[src/rtl/jaxis_video_master.sv]
// Camera-style pixel bus (frame_valid/line_valid/rgb24_valid) to AXI4-Stream video master.
// tuser marks the first pixel of a frame, tlast the last pixel of a line; a small FIFO absorbs backpressure.
module jaxis_video_master #(
    parameter int DW            = 8,
    parameter int SENSOR_X_SIZE = 720,
    parameter int SENSOR_Y_SIZE = 720,
    parameter int FIFO_DEPTH    = 16
) (
    input  logic                             clk,
    input  logic                             resetn,
    input  logic [2:0][DW-1:0]               rgb24,
    input  logic                             rgb24_valid,
    input  logic                             frame_valid,
    input  logic                             line_valid,
    input  logic [$clog2(SENSOR_X_SIZE)-1:0] x_size_m1,
    input  logic [$clog2(SENSOR_Y_SIZE)-1:0] y_size_m1,
    output logic [3*DW-1:0]                  m_axis_video_tdata,
    output logic                             m_axis_video_tvalid,
    input  logic                             m_axis_video_tready,
    output logic                             m_axis_video_tuser,
    output logic                             m_axis_video_tlast,
    output logic                             overflow,
    output logic                             line_err,
    output logic                             frame_done,
    output logic [1:0]                       dbg_state
);

    localparam int XW = $clog2(SENSOR_X_SIZE);
    localparam int YW = $clog2(SENSOR_Y_SIZE);
    localparam int AW = $clog2(FIFO_DEPTH);
    localparam int CW = AW + 1;
    localparam int EW = 3 * DW + 2;

    typedef enum logic [1:0] {
        S_WAIT_SOF = 2'd0,
        S_ACTIVE   = 2'd1,
        S_DROP     = 2'd2
    } state_t;

    state_t          r_state;
    logic [XW-1:0]   r_x_cnt;
    logic [YW-1:0]   r_y_cnt;
    logic            r_sof_pend;
    logic            r_line_done;
    logic            r_fv;
    logic            r_lv;
    logic            r_overflow;
    logic            r_line_err;
    logic            r_frame_done;

    logic [EW-1:0]   r_mem [FIFO_DEPTH];
    logic [AW-1:0]   r_wr_ptr;
    logic [AW-1:0]   r_rd_ptr;
    logic [CW-1:0]   r_count;
    logic            r_tvalid;
    logic            r_tuser;
    logic            r_tlast;
    logic [3*DW-1:0] r_tdata;

    logic            w_acc;
    logic            w_fv_rise;
    logic            w_fv_fall;
    logic            w_lv_fall;
    logic            w_run;
    logic [XW-1:0]   w_x;
    logic [YW-1:0]   w_y;
    logic            w_sof;
    logic            w_line_done;
    logic            w_last;
    logic            w_want;
    logic            w_long;
    logic            w_pop;
    logic            w_full;
    logic            w_push;
    logic            w_ovf;
    logic [EW-1:0]   w_din;
    logic [AW-1:0]   w_rd_nxt;
    logic [CW-1:0]   w_cnt_nxt;
    logic [CW-1:0]   w_remain;
    logic [EW-1:0]   w_head_nxt;

    assign w_acc     = rgb24_valid & frame_valid & line_valid;
    assign w_fv_rise = frame_valid & ~r_fv;
    assign w_fv_fall = ~frame_valid & r_fv;
    assign w_lv_fall = r_lv & ~line_valid;

    // A frame_valid rising edge restarts the frame in the same cycle, so a pixel
    // arriving on that edge already sees cleared counters and a pending SOF.
    assign w_run       = w_fv_rise | (r_state == S_ACTIVE);
    assign w_x         = w_fv_rise ? '0 : r_x_cnt;
    assign w_y         = w_fv_rise ? '0 : r_y_cnt;
    assign w_sof       = w_fv_rise | r_sof_pend;
    assign w_line_done = w_fv_rise ? 1'b0 : r_line_done;
    assign w_last      = (w_x == x_size_m1);

    assign w_want = w_run & w_acc & ~w_line_done;
    assign w_long = w_run & w_acc & w_line_done;

    // AXIS handshake: a beat transfers on a rising clk edge where tvalid and tready
    // are both high; tvalid never depends on tready, and the head is held until taken.
    assign w_pop  = r_tvalid & m_axis_video_tready;
    assign w_full = (r_count == CW'(FIFO_DEPTH));
    assign w_push = w_want & (~w_full | w_pop);
    assign w_ovf  = w_want & w_full & ~w_pop;

    assign w_din      = {w_sof, w_last, rgb24};
    assign w_rd_nxt   = r_rd_ptr + AW'(w_pop);
    assign w_cnt_nxt  = r_count + CW'(w_push) - CW'(w_pop);
    assign w_remain   = r_count - CW'(w_pop);
    // When the FIFO drains to zero this cycle the incoming pixel becomes the head directly.
    assign w_head_nxt = (w_remain == '0) ? w_din : r_mem[w_rd_nxt];

    always_ff @(posedge clk) begin
        if (!resetn) begin
            r_state      <= S_WAIT_SOF;
            r_x_cnt      <= '0;
            r_y_cnt      <= '0;
            r_sof_pend   <= 1'b0;
            r_line_done  <= 1'b0;
            r_fv         <= 1'b1;
            r_lv         <= 1'b0;
            r_overflow   <= 1'b0;
            r_line_err   <= 1'b0;
            r_frame_done <= 1'b0;
        end else begin
            r_fv         <= frame_valid;
            r_lv         <= line_valid;
            r_frame_done <= 1'b0;
            if (w_long) begin
                r_line_err <= 1'b1;
            end
            if (w_ovf) begin
                r_overflow <= 1'b1;
                r_state    <= S_DROP;
            end else if (w_push) begin
                r_sof_pend <= 1'b0;
                if (w_last) begin
                    r_x_cnt     <= '0;
                    r_line_done <= 1'b1;
                    if (w_y == y_size_m1) begin
                        r_y_cnt      <= '0;
                        r_frame_done <= 1'b1;
                        r_state      <= S_WAIT_SOF;
                    end else begin
                        r_y_cnt <= w_y + 1'b1;
                        r_state <= S_ACTIVE;
                    end
                end else begin
                    r_x_cnt     <= w_x + 1'b1;
                    r_y_cnt     <= w_y;
                    r_line_done <= 1'b0;
                    r_state     <= S_ACTIVE;
                end
            end else if (w_fv_rise) begin
                r_state     <= S_ACTIVE;
                r_sof_pend  <= 1'b1;
                r_x_cnt     <= '0;
                r_y_cnt     <= '0;
                r_line_done <= 1'b0;
            end else if (r_state == S_ACTIVE) begin
                if (w_fv_fall) begin
                    r_state <= S_WAIT_SOF;
                    if (r_x_cnt != '0 || r_y_cnt != '0) begin
                        r_line_err <= 1'b1;
                    end
                end else if (w_lv_fall) begin
                    r_line_done <= 1'b0;
                    if (r_x_cnt != '0) begin
                        r_line_err <= 1'b1;
                        r_x_cnt    <= '0;
                    end
                end
            end
        end
    end

    always_ff @(posedge clk) begin
        if (w_push) begin
            r_mem[r_wr_ptr] <= w_din;
        end
    end

    always_ff @(posedge clk) begin
        if (!resetn) begin
            r_wr_ptr <= '0;
            r_rd_ptr <= '0;
            r_count  <= '0;
            r_tvalid <= 1'b0;
            r_tuser  <= 1'b0;
            r_tlast  <= 1'b0;
            r_tdata  <= '0;
        end else begin
            if (w_push) begin
                r_wr_ptr <= r_wr_ptr + 1'b1;
            end
            r_rd_ptr <= w_rd_nxt;
            r_count  <= w_cnt_nxt;
            r_tvalid <= (w_cnt_nxt != '0);
            if (w_cnt_nxt != '0) begin
                {r_tuser, r_tlast, r_tdata} <= w_head_nxt;
            end
        end
    end

    assign m_axis_video_tdata  = r_tdata;
    assign m_axis_video_tvalid = r_tvalid;
    assign m_axis_video_tuser  = r_tuser;
    assign m_axis_video_tlast  = r_tlast;
    assign overflow            = r_overflow;
    assign line_err            = r_line_err;
    assign frame_done          = r_frame_done;
    assign dbg_state           = r_state;

endmodule

[config.mk]
export PLATFORM = sky130hd
export DESIGN_NAME = jaxis_video_master
export DESIGN_NICKNAME = d
export VERILOG_FILES = /design/src/rtl/jaxis_video_master.sv
export SDC_FILE = /design/constraint.sdc
export NUM_CORES = 1
export LEC_CHECK = 0
export CORE_ASPECT_RATIO = 0.7
export CORE_MARGIN = 4
export CORE_UTILIZATION = 48
export DETAILED_ROUTE_END_ITERATION = 16
export PLACE_DENSITY_LB_ADDON = 0.05
export SLEW_MARGIN = 20
export SYNTH_ARGS = -nofsm -noshare
export SYNTH_HDL_FRONTEND = slang
export SYNTH_SLANG_ARGS = --single-unit
[constraint.sdc]
create_clock -name clk -period 10.44 [get_ports clk]
set_clock_uncertainty 0.1 [all_clocks]
set_input_delay 1.566 -clock clk [delete_from_list [all_inputs] [get_ports clk]]
set_output_delay 1.566 -clock clk [all_outputs]
set_load 0.005 [all_outputs]
==> results of run 1 <==
-- cell usage in the layout (no fill, tap or decap), types with 4 or more instances in the layout --
| cell type | n |
|---|---|
| nand3_1 | 10 |
| xnor2_1 | 13 |
| and2_1 | 6 |
| mux2i_1 | 27 |
| clkinv_2 | 5 |
| mux4_2 | 130 |
| dfxtp_1 | 69 |
| nor2_4 | 12 |
| clkinv_1 | 12 |
| o32a_1 | 4 |
| nor2_1 | 43 |
| nor3_1 | 6 |
| nand2_1 | 42 |
| and3_1 | 6 |
| nor4bb_1 | 4 |
| clkbuf_1 | 9 |
| nand2b_1 | 6 |
| nor4_1 | 7 |
| clkdlybuf4s50_1 | 80 |
| nand4_1 | 13 |
| buf_4 | 28 |
| o21ai_0 | 37 |
| inv_1 | 25 |
| edfxtp_1 | 416 |
| clkbuf_8 | 6 |
| nor3_2 | 4 |
| ha_1 | 17 |
| nor2b_1 | 6 |
| a31oi_1 | 11 |
| xor2_1 | 4 |
| clkbuf_16 | 47 |
| a21oi_1 | 50 |
-- cell type report --
type | instances | area share, %
Antenna cell | 3 | 0.0330
Clock buffer | 62 | 5.68
Clock inverter | 23 | 0.809
Inverter | 26 | 0.429
Multi-Input combinational cell | 520 | 24.6
Sequential cell | 485 | 61.0
Tap cell | 535 | 2.94
Timing Repair Buffer | 109 | 4.47
-- critical path, stage by stage --
cell and delay [ns]:
clkdlybuf4s50_1 0.52, ha_1 0.16, buf_4 0.38, o21ai_0 0.23
nor2_2 0.59, inv_2 0.22, ha_1 0.34, inv_1 0.04
ha_1 0.20, fa_1 0.43, nand2b_1 0.09, a21oi_1 0.06
nor2_1 0.11, xnor2_1 0.11, nand3_2 0.09, buf_4 0.48
o21ai_0 0.18, a21oi_1 0.16
-- synth_stat cells, types with 3 or more instances --
cell,count,area [um^2]
nor2_1,55,206
xnor2_1,14,123
nor2b_1,6,37.5
clkbuf_1,35,131
a2bb2oi_1,3,26.3
nand4_1,13,81.3
nand2b_1,6,37.5
ha_1,19,238
inv_1,25,93.8
o21bai_1,3,22.5
mux2i_1,27,270
a31oi_1,11,68.8
nand2_1,42,158
o32a_1,4,40.0
xor2_1,5,43.8
nand4b_1,3,26.3
and3_1,6,37.5
buf_6,3,33.8
and2_1,6,37.5
buf_1,5,18.8
nor4bb_1,4,40.0
nor4_1,8,50.1
dfxtp_1,69,1380
a21oi_1,50,250
edfxtp_1,416,12500
nor4b_1,3,26.3
o21ai_0,37,185
nand3_1,11,55.1
mux4_2,130,2930
nor3_1,10,50.1
buf_2,13,65.1
or3_1,3,18.8
-- metal layers --
metal | up-vias | GRT usage (%)
met3 | 50 | 3.60
met2 | 258 | 32.4
met1 | 5423 | 30.3
met4 | 0 | 4.27
li1 | 4608 | -
met5 | - | 0
-- power breakdown --
group / internal (mW) / total [mW] / switching (mW)
registers: 2.16 / 2.20 / 0.0447
logic: 0.492 / 0.943 / 0.451
clock network: 0.941 / 1.63 / 0.692
total: 3.59 / 4.78 / 1.19
-- sequential cells by signal, summed over array words and instances (netlist names), 2 cells and up --
name and cells:
r_x_cnt 10, r_wr_ptr 4, dbg_state 2, r_y_cnt 10, r_rd_ptr 4, r_count 5, r_mem 416, m_axis_video_tdata 24
-- kinds of logic (layout without fill, tap and decap cells) --
group	count (synthesis)	count (layout)	synth area share, %
other	0	3	0
and+or+nand+nor	192	192	5.17
buffers and inverters	84	220	1.84
DFF	485	485	70.6
adders and majority gates	20	20	1.31
xor gates and xnor gates	19	19	0.846
muxes	157	157	16.3
AOI/OAI and AO/OA	132	132	4.00
-- how the worst max path moves through the flow --
stage,from,endpoint,slack [ns]
detailed placement,frame_valid,m_axis_video_tdata[13],4.30
CTS,frame_valid,m_axis_video_tdata[6],4.88
finish,frame_valid,m_axis_video_tdata[6],4.83
global route,frame_valid,m_axis_video_tdata[9],4.45
global placement,frame_valid,m_axis_video_tdata[16],4.48
floorplan,frame_valid,r_mem[3][0],5.11
-- stage by stage --
stage / hold slack [ns] / total power, mW
after floorplan: 0.332 / 2.88
after global placement: 0.343 / 3.20
after detailed placement: 0.341 / 3.20
after CTS: 0.350 / 4.84
after global routing: 0.363 / 4.99
final: 0.348 / 4.78
==> summary.txt, run 1 <==
Placed design
  – Pre-CTS setup slack: 4.30 ns
  – DP Cell Count: 1675
  – Routability Congestion: 0.788
  – DPL Wire Length: 24300 um
  – Area of placed instances: 21300 um^2
  – Port buffer count: 81

Yosys
  – Distinct cells, synth: 60
  – Syn. warnings: 0
  – Mapped cell area: 19700 um^2
  – Async SR Flop Fraction: 0%
  – Syn Nets: 1159
  – Seq/Total Area, Yosys: 70.6%
  – Post-Synthesis Cells: 1089
  – Mean area per synthesized cell: 18.1 um^2
  – Seq cells post-synth: 485
  – Ys flop type: edfxtp_1
  – Number of synthesized flops with an enable pin: 416

Min path
  – Hold path cells: 2
  – Worst Hold End: overflow
  – Worst Min Path Start: overflow
  – Hold Crit Class: reg -> reg

Finish
  – FF+latch area: 13900 um^2
  – Proportion of layout cells with a drive suffix above 1: 20.5%
  – Final Util: 56.7%
  – Layout Cells excl Fill: 1763
  – Final instance area: 22700 um^2
  – Fillers: 3112
  – Multi-input logic area: 5600 um^2
  – Area grow syn2layout: 15.7%
  – Final net count: 1258

Detailed routing
  – Via density: 5.86
  – Post-Route WL: 45000 um
  – DR WL/cell: 25.5 um
  – Vias after detailed routing: 10.3k
  – Met1 WL: 21000 um
  – Met3 WL post-DR: 2090 um
  – Highest metal used: met4
  – Iteration-0 DRC Markers: 910
  – WL met2: 21200 um
  – DRT Pass-1 Iters: 5
  – Residual DRC count: 0
  – Final antenna-violating net count: 0

Critical path
  – Worst r2r path cells: 18
  – Req. time, crit path: 10.82 ns
  – CP Capture Type: flip-flop
  – Reg-to-Reg Start: r_fv
  – Worst R2R End: m_axis_video_tdata[6]
  – Critical Path Source Type: input pin
  – Reg2reg setup slack: 6.04 ns
  – CP arrival: 5.99 ns
  – CP max FO: 53
  – Worst setup path class: in -> reg

Die
  – IO Pins: 82
  – Die W: 250 um
  – Die Footprint: 44300 um^2
  – Row count: 61
  – Die Span Y: 177 um
  – Initial Util: 49.1%
  – Core footprint: 40100 um^2

Clocking
  – CTS sink cnt: 485
  – Clock Latency Late Sink: 0.56 ns
  – CTS tree: done
  – Clock-pin slew on the worst setup and hold paths: 0.06 ns
  – Setup Buffers After CTS: 0
  – Hold Buf Count CTS: 0
  – Clock Tree Root: clkbuf_16
  – Number of CTS-inserted buffers: 46
  – H-tree Lvls: 2
  – CTS Buffer Depth: 3
  – Post-CTS Resized: 0

Power and ir drop
  – P per Cell Area: 210 nW/um^2
  – Maximum vdd ir drop: 0.000133 V
  – Leak: 7.16 nW

Global route
  – Initial antenna violation count: 2
  – Vias in the first global route: 10.5k
  – Global route overflow: 0
  – GRT Overall Usage: 20.4%
  – First-pass GRT wire length: 67500 um
  – Largest net degree at the start of global routing: 57

STA
  – Fin. max-slew vios: 0
  – Setup_tns: 0 ns
  – Worst Max-Slew Pin Slew: 0.954 ns
  – Minimum clock period: 5.61 ns
  – Final setup viols: 0
  – Final worst-path cycle share: 53.7%
  – Worst slew margin: 36.4%
  – RSZ-0062 raised after global routing: no
  – Fmax: 178 MHz
  – Hold Fails Final Rpt: 0
  – Post-route setup slack: 4.83 ns

Flow run
  – Max_cap viols: 0

Outcome
  – Status: finished clean
(Power assumes the default switching activity.)
==> run 2, diff against run 1 <==
clock period = 5.7 ns   (was 10.44 ns; I/O delays follow)
==> run 2 against run 1 <==
  * Combinational power rose by 87%
  * Total power rose by 86%
  * Hold slack got worse by 0.0010 ns
  * Clock-buffer cell count rose by 1
  * Global-route usage barely moved
  * Setup slack got worse by 3.5 ns
  * Die area did not move
  * Utilization rose by 0.49 points
  * Largest power group unchanged
==> summary.txt, run 2 (same netlist as run 1, synthesis figures left out) <==
Global route
  – Global route overflow: 0 (unchanged)
  – Vias in the first global route: 10.5k (+0.27%)
  – Initial antenna violation count: 1 (-1)
  – Largest net degree at the start of global routing: 52 (-8.8%)
  – GRT Overall Usage: 20.4% (about the same)
  – First-pass GRT wire length: 67900 um (+0.60%)

Critical path
  – Reg2reg setup slack: 1.57 ns (-4.47 ns)
  – Slowest cell on crit path: clkdlybuf4s50_1
  – Crit path cell chain: clkdlybuf4s50_1 -> and3_1 -> o21ai_0 -> nor2_2 -> inv_2 -> ha_1 -> inv_1 -> ha_1 -> fa_1 -> nand2b_1 -> a21oi_1 -> nor2_1 -> xnor2_1 -> nand3_2 -> buf_4 -> o21ai_0 -> a21oi_1
  – CP arrival: 4.69 ns (-1.30 ns)
  – CP max FO: 30 (-43%)
  – Worst r2r path cells: 16 (-2)
  – Req. time, crit path: 6.04 ns (-4.78 ns)
  – Worst R2R End: m_axis_video_tdata[16]
  – Buf+Inv Stages, Crit Path: 4 (-1)
  – CP Capture Type: flip-flop
  – Worst setup path class: in -> reg
  – Critical Path Source Type: input pin
  – Reg-to-Reg Start: dbg_state[0]
  – Crit path max-delay family: buffers and inverters
  – Critical path's largest stage delay: 0.52 ns (-0.07 ns)

Finish
  – Largest register FFs: 416 (unchanged)
  – Largest Register: r_mem
  – Diode count: 0 (-3)
  – Final instance area: 22900 um^2 (+0.87%)
  – Final net count: 1262 (+0.32%)
  – Commonest non-fill, non-tap cell in the layout: edfxtp_1
  – Layout Cells excl Fill: 1765 (+0.11%)
  – Most frequent cells in the layout: 416 x edfxtp_1, 130 x mux4_2, 80 x clkdlybuf4s50_1, 69 x dfxtp_1, 50 x a21oi_1
  – Area grow syn2layout: 16.7%
  – Proportion of layout cells with a drive suffix above 1: 21.1% (+0.57 points)

STA
  – Post-route setup slack: 1.35 ns (-3.48 ns)
  – Final worst-path cycle share: 76.3%
  – Worst Max-Slew Pin Slew: 1.01 ns (+0.0558 ns)
  – Hold Fails Final Rpt: 0 (unchanged)
  – Fmax: 230 MHz
  – Final setup viols: 0 (unchanged)
  – Worst slew margin: 32.5% (-3.9 points)
  – Fin. max-slew vios: 0 (unchanged)
  – RSZ-0062 raised after global routing: no
  – Minimum clock period: 4.35 ns
  – Setup_tns: 0 ns (unchanged)
  – Hold slack: 0.347 ns (-0.00104 ns)

Die
  – Die Footprint: 44300 um^2 (unchanged)
  – IO Pins: 82 (unchanged)
  – Core footprint: 40100 um^2 (unchanged)
  – Initial Util: 49.1% (unchanged)
  – Die Span Y: 177 um (unchanged)
  – Row count: 61 (unchanged)
  – Die W: 250 um (unchanged)

Detailed routing
  – Residual DRC count: 0 (unchanged)
  – Vias after detailed routing: 10.4k (+0.54%)
  – Via density: 5.89 (+0.43%)
  – DR WL/cell: 25.4 um (-0.42%)
  – Iteration-0 DRC Markers: 862 (-5.3%)
  – Final antenna-violating net count: 0 (unchanged)
  – DRT Pass-1 Iters: 7 (+2)
  – Post-Route WL: 44800 um (-0.30%)

Clocking
  – Post-CTS Resized: 0 (unchanged)
  – CTS sink cnt: 485 (unchanged)
  – CTS tree: done
  – Clock Tree Root: clkbuf_16
  – H-tree Lvls: 2 (unchanged)
  – Clock Latency Late Sink: 0.57 ns (about the same)
  – Clock-pin slew on the worst setup and hold paths: 0.06 ns (about the same)
  – Hold Buf Count CTS: 0 (unchanged)
  – Setup Buffers After CTS: 0 (unchanged)
  – CTS Buffer Depth: 3 (unchanged)
  – Number of CTS-inserted buffers: 46 (unchanged)

Power and ir drop
  – Maximum vdd ir drop: 0.000268 V (+100%)
  – Leak: 7.26 nW (+1.3%)
  – P per Cell Area: 387 nW/um^2 (+84%)

Min path
  – Worst Hold End: overflow
  – Hold Crit Class: reg -> reg
  – Hold path cells: 2 (unchanged)
  – Worst Min Path Start: overflow

Outcome
  – Status: finished clean

Placed design
  – Pre-CTS setup slack: 0.752 ns (-3.55 ns)
  – Routability Congestion: 0.819 (+3.9%)
  – DPL Wire Length: 25600 um (+5.3%)
  – Area of placed instances: 21400 um^2 (+0.75%)
  – DP Cell Count: 1679 (+0.24%)
  – Port buffer count: 81 (unchanged)

Flow run
  – Max_cap viols: 0 (unchanged)
-- run 2: cell types whose count changed in the layout (fill, tap and decap cells not counted), sizes merged --
cell      before  now
diode          3    0
clkinvlp       2    1
buf           29   33
clkinv        17   15
inv           27   28
bufinv         3    5
clkbuf        62   63
-- run 2: through the flow --
stage,utilization (%),total power [mW]
floorplan,-,5.28
global placement,53.2,5.89
detailed placement,53.4,5.90
CTS,57.2,8.99
global route,57.2,9.28
finish,57.2,8.88
-- run 2: worst reg2reg max path: stages (launching register included) --
cell      delay [ns]
dfxtp_1         0.38
nor3b_1         0.36
o21ai_0         0.22
nor2_2          0.18
inv_2           0.11
ha_1            0.29
inv_1           0.04
ha_1            0.20
fa_1            0.44
nand2b_1        0.10
a21oi_1         0.07
nor2_1          0.11
xnor2_1         0.20
nand3_2         0.50
buf_4           0.44
o21ai_0         0.19
a21oi_1         0.06
-- run 2: cell type report --
class / instances / area, um^2
clock buffers: 63 / 1270
clock inverters: 23 / 255
fillers: 3120 / 17100
inverters: 26 / 97.6
multi-input cells: 520 / 5600
flip-flops and latches: 485 / 13900
well taps: 535 / 669
repair buffers: 113 / 1180
-- run 2: power by group --
part           total (mW)  internal, mW  switching, mW
logic                1.76         0.925          0.838
registers            4.03          3.95         0.0805
clock network        3.09          1.79           1.30
-- run 2: per-layer routing --
metal / vias up / part of all wire (%) / track usage, %
met2: 242 / 46 / 31.3
met3: 51 / 5.3 / 3.85
met4: 2 / 1.3 / 3.62
met1: 5480 / 48 / 31.3
met5: - / 0.029 / 0
li1: 4620 / - / -
-- run 2: worst max path at each step --
stage	start	to	depth (start not counted)	slack, ns
4_1_cts	frame_valid	m_axis_video_tdata[22]	17	1.34
6_report	frame_valid	m_axis_video_tdata[16]	17	1.35
5_1_grt	frame_valid	m_axis_video_tdata[10]	17	0.97
3_3_place_gp	frame_valid	m_axis_video_tdata[10]	17	0.91
3_5_place_dp	frame_valid	m_axis_video_tdata[22]	17	0.75
2_1_floorplan	frame_valid	r_mem[3][0]	8	1.08
==> run 3, diff against run 2 <==
clock period = 4.6 ns   (was 5.7 ns; I/O delays follow)
==> run 3 against run 2 <==
  * Total power up 23%
  * Hold slack better by 0.0066 ns
  * First-iteration DRC count down 3.5%
  * Wire length up 0.54%
  * Utilization up 0.14 points
  * Critical path type unchanged
  * Critical endpoint is now m_axis_video_tdata[9]
==> summary.txt, run 3 (same netlist as run 1, synthesis figures left out) <==
Finish
  – Diode count: 0 (unchanged)
  – Final net count: 1274 (+0.95%)
  – Fillers: 3108 (-0.38%)
  – Proportion of layout cells with a drive suffix above 1: 21.3% (+0.25 points)
  – Commonest non-fill, non-tap cell in the layout: edfxtp_1
  – Largest register FFs: 416 (unchanged)
  – Largest Register: r_mem
  – Most frequent cells in the layout: 416 x edfxtp_1, 130 x mux4_2, 80 x clkdlybuf4s50_1, 69 x dfxtp_1, 50 x a21oi_1
  – Layout Cells excl Fill: 1774 (+0.51%)
  – Area grow syn2layout: 16.9%
  – Final instance area: 23000 um^2 (+0.24%)

STA
  – Fin. max-slew vios: 0 (unchanged)
  – Worst slew margin: 57.3% (+25 points)
  – Fmax: 272 MHz
  – Setup_tns: 0 ns (unchanged)
  – Hold slack: 0.354 ns (+0.00662 ns)
  – Final setup viols: 0 (unchanged)
  – Final worst-path cycle share: 80.0%
  – Minimum clock period: 3.68 ns
  – Hold Fails Final Rpt: 0 (unchanged)
  – Worst Max-Slew Pin Slew: 0.639 ns (-0.371 ns)
  – RSZ-0062 raised after global routing: no

Detailed routing
  – Post-Route WL: 45100 um (+0.54%)
  – Final antenna-violating net count: 0 (unchanged)
  – Via density: 5.90 (+0.22%)
  – Iteration-0 DRC Markers: 832 (-3.5%)
  – DRT Pass-1 Iters: 5 (-2)
  – Vias after detailed routing: 10.5k (+0.73%)
  – Residual DRC count: 0 (unchanged)
  – DR WL/cell: 25.4 um (about the same)

Critical path
  – Reg2reg setup slack: 0.97 ns (-0.60 ns)
  – Reg-to-Reg Start: r_count[2]
  – Req. time, crit path: 4.99 ns (-1.05 ns)
  – CP max FO: 52 (+73%)
  – Worst setup path class: in -> reg
  – CP arrival: 4.07 ns (-0.62 ns)
  – Worst R2R End: m_axis_video_tdata[9]
  – Critical Path Source Type: input pin
  – Worst r2r path cells: 17 (+1)
  – CP Capture Type: flip-flop

Die
  – Initial Util: 49.1% (unchanged)
  – Die Footprint: 44300 um^2 (unchanged)
  – Row count: 61 (unchanged)
  – Die W: 250 um (unchanged)
  – IO Pins: 82 (unchanged)
  – Core footprint: 40100 um^2 (unchanged)
  – Die Span Y: 177 um (unchanged)

Clocking
  – CTS tree: done
  – Post-CTS Resized: 0 (unchanged)
  – Number of CTS-inserted buffers: 46 (unchanged)
  – Clock Tree Root: clkbuf_16
  – CTS Buffer Depth: 3 (unchanged)
  – CTS sink cnt: 485 (unchanged)
  – Setup Buffers After CTS: 0 (unchanged)
  – H-tree Lvls: 2 (unchanged)
  – Clock Latency Late Sink: 0.57 ns (about the same)
  – Hold Buf Count CTS: 0 (unchanged)
  – Clock-pin slew on the worst setup and hold paths: 0.06 ns (about the same)

Placed design
  – DP Cell Count: 1691 (+0.71%)
  – Area of placed instances: 21500 um^2 (+0.63%)
  – Routability Congestion: 0.817 (-0.32%)
  – DPL Wire Length: 25600 um (about the same)
  – Port buffer count: 81 (unchanged)

Flow run
  – Max_cap viols: 0 (unchanged)

Global route
  – Vias in the first global route: 10.4k (-1.5%)
  – Global route overflow: 0 (unchanged)
  – GRT Overall Usage: 20.5% (+0.091 points)
  – Largest net degree at the start of global routing: 53 (+1.9%)
  – First-pass GRT wire length: 67800 um (-0.15%)
  – Initial antenna violation count: 1 (unchanged)

Power and ir drop
  – P per Cell Area: 475 nW/um^2 (+23%)
  – Leak: 7.28 nW (+0.35%)
  – Maximum vdd ir drop: 0.000364 V (+36%)
  – Total Power: 10.9 mW (+23%)

Min path
  – Worst Min Path Start: overflow
  – Hold Crit Class: reg -> reg
  – Worst Hold End: overflow
  – Hold path cells: 2 (unchanged)

Outcome
  – Status: finished clean
## run 3: cell count changes in the layout (fill, tap and decap cells not counted), sizes merged
cell,change
clkinvlp,-1
bufinv,-3
buf,+12
clkinv,-2
clkbuf,+3
## run 3: how the worst max path moves through the flow
stage,slack [ns],cells past startpoint,from,to
3_5_place_dp,0.35,17,frame_valid,m_axis_video_tdata[14]
3_3_place_gp,0.46,17,frame_valid,m_axis_video_tdata[9]
6_report,0.92,17,frame_valid,m_axis_video_tdata[9]
5_1_grt,0.57,16,dbg_state[0],m_axis_video_tdata[22]
4_1_cts,0.93,17,frame_valid,m_axis_video_tdata[9]
2_1_floorplan,0.14,8,frame_valid,r_mem[3][0]
## run 3: worst max-delay path: stages
cell	delay, ns
clkdlybuf4s50_1	0.51
and3_1	0.19
o21ai_0	0.15
nor2_2	0.17
inv_2	0.10
ha_1	0.28
inv_1	0.04
ha_1	0.20
fa_1	0.44
nand2b_1	0.09
a21oi_1	0.07
nor2_1	0.11
xnor2_1	0.12
nand3_2	0.09
buf_4	0.46
o21ai_0	0.17
a21oi_1	0.14
## run 3: routing by layer
layer	vias to the layer above	wire [um]	GRT usage, %
li1	4639	-	-
met1	5499	21300	31.9
met3	59	2170	3.00
met5	-	13	0
met4	2	728	3.83
met2	272	20800	31.5
## run 3: final cells by class
type	instances	area (um^2)	share of cell area (%)
Sequential cell	485	13900	60.3
Multi-Input combinational cell	520	5600	24.3
Timing Repair Buffer	125	1310	5.70
Clock buffer	66	1300	5.64
Tap cell	535	669	2.91
Clock inverter	17	144	0.626
Inverter	26	97.6	0.425
## run 3: through the flow
step,util (%),setup slack (ns)
2_1_floorplan,-,0.141
3_3_place_gp,53.8,0.460
6_report,57.4,0.918
4_1_cts,57.4,0.931
3_5_place_dp,53.8,0.354
5_1_grt,57.4,0.573
## run 3: where the power goes
part	internal (mW)	switching [mW]
clock	2.08	1.59
combinational	1.21	1.07
sequential	4.89	0.0877
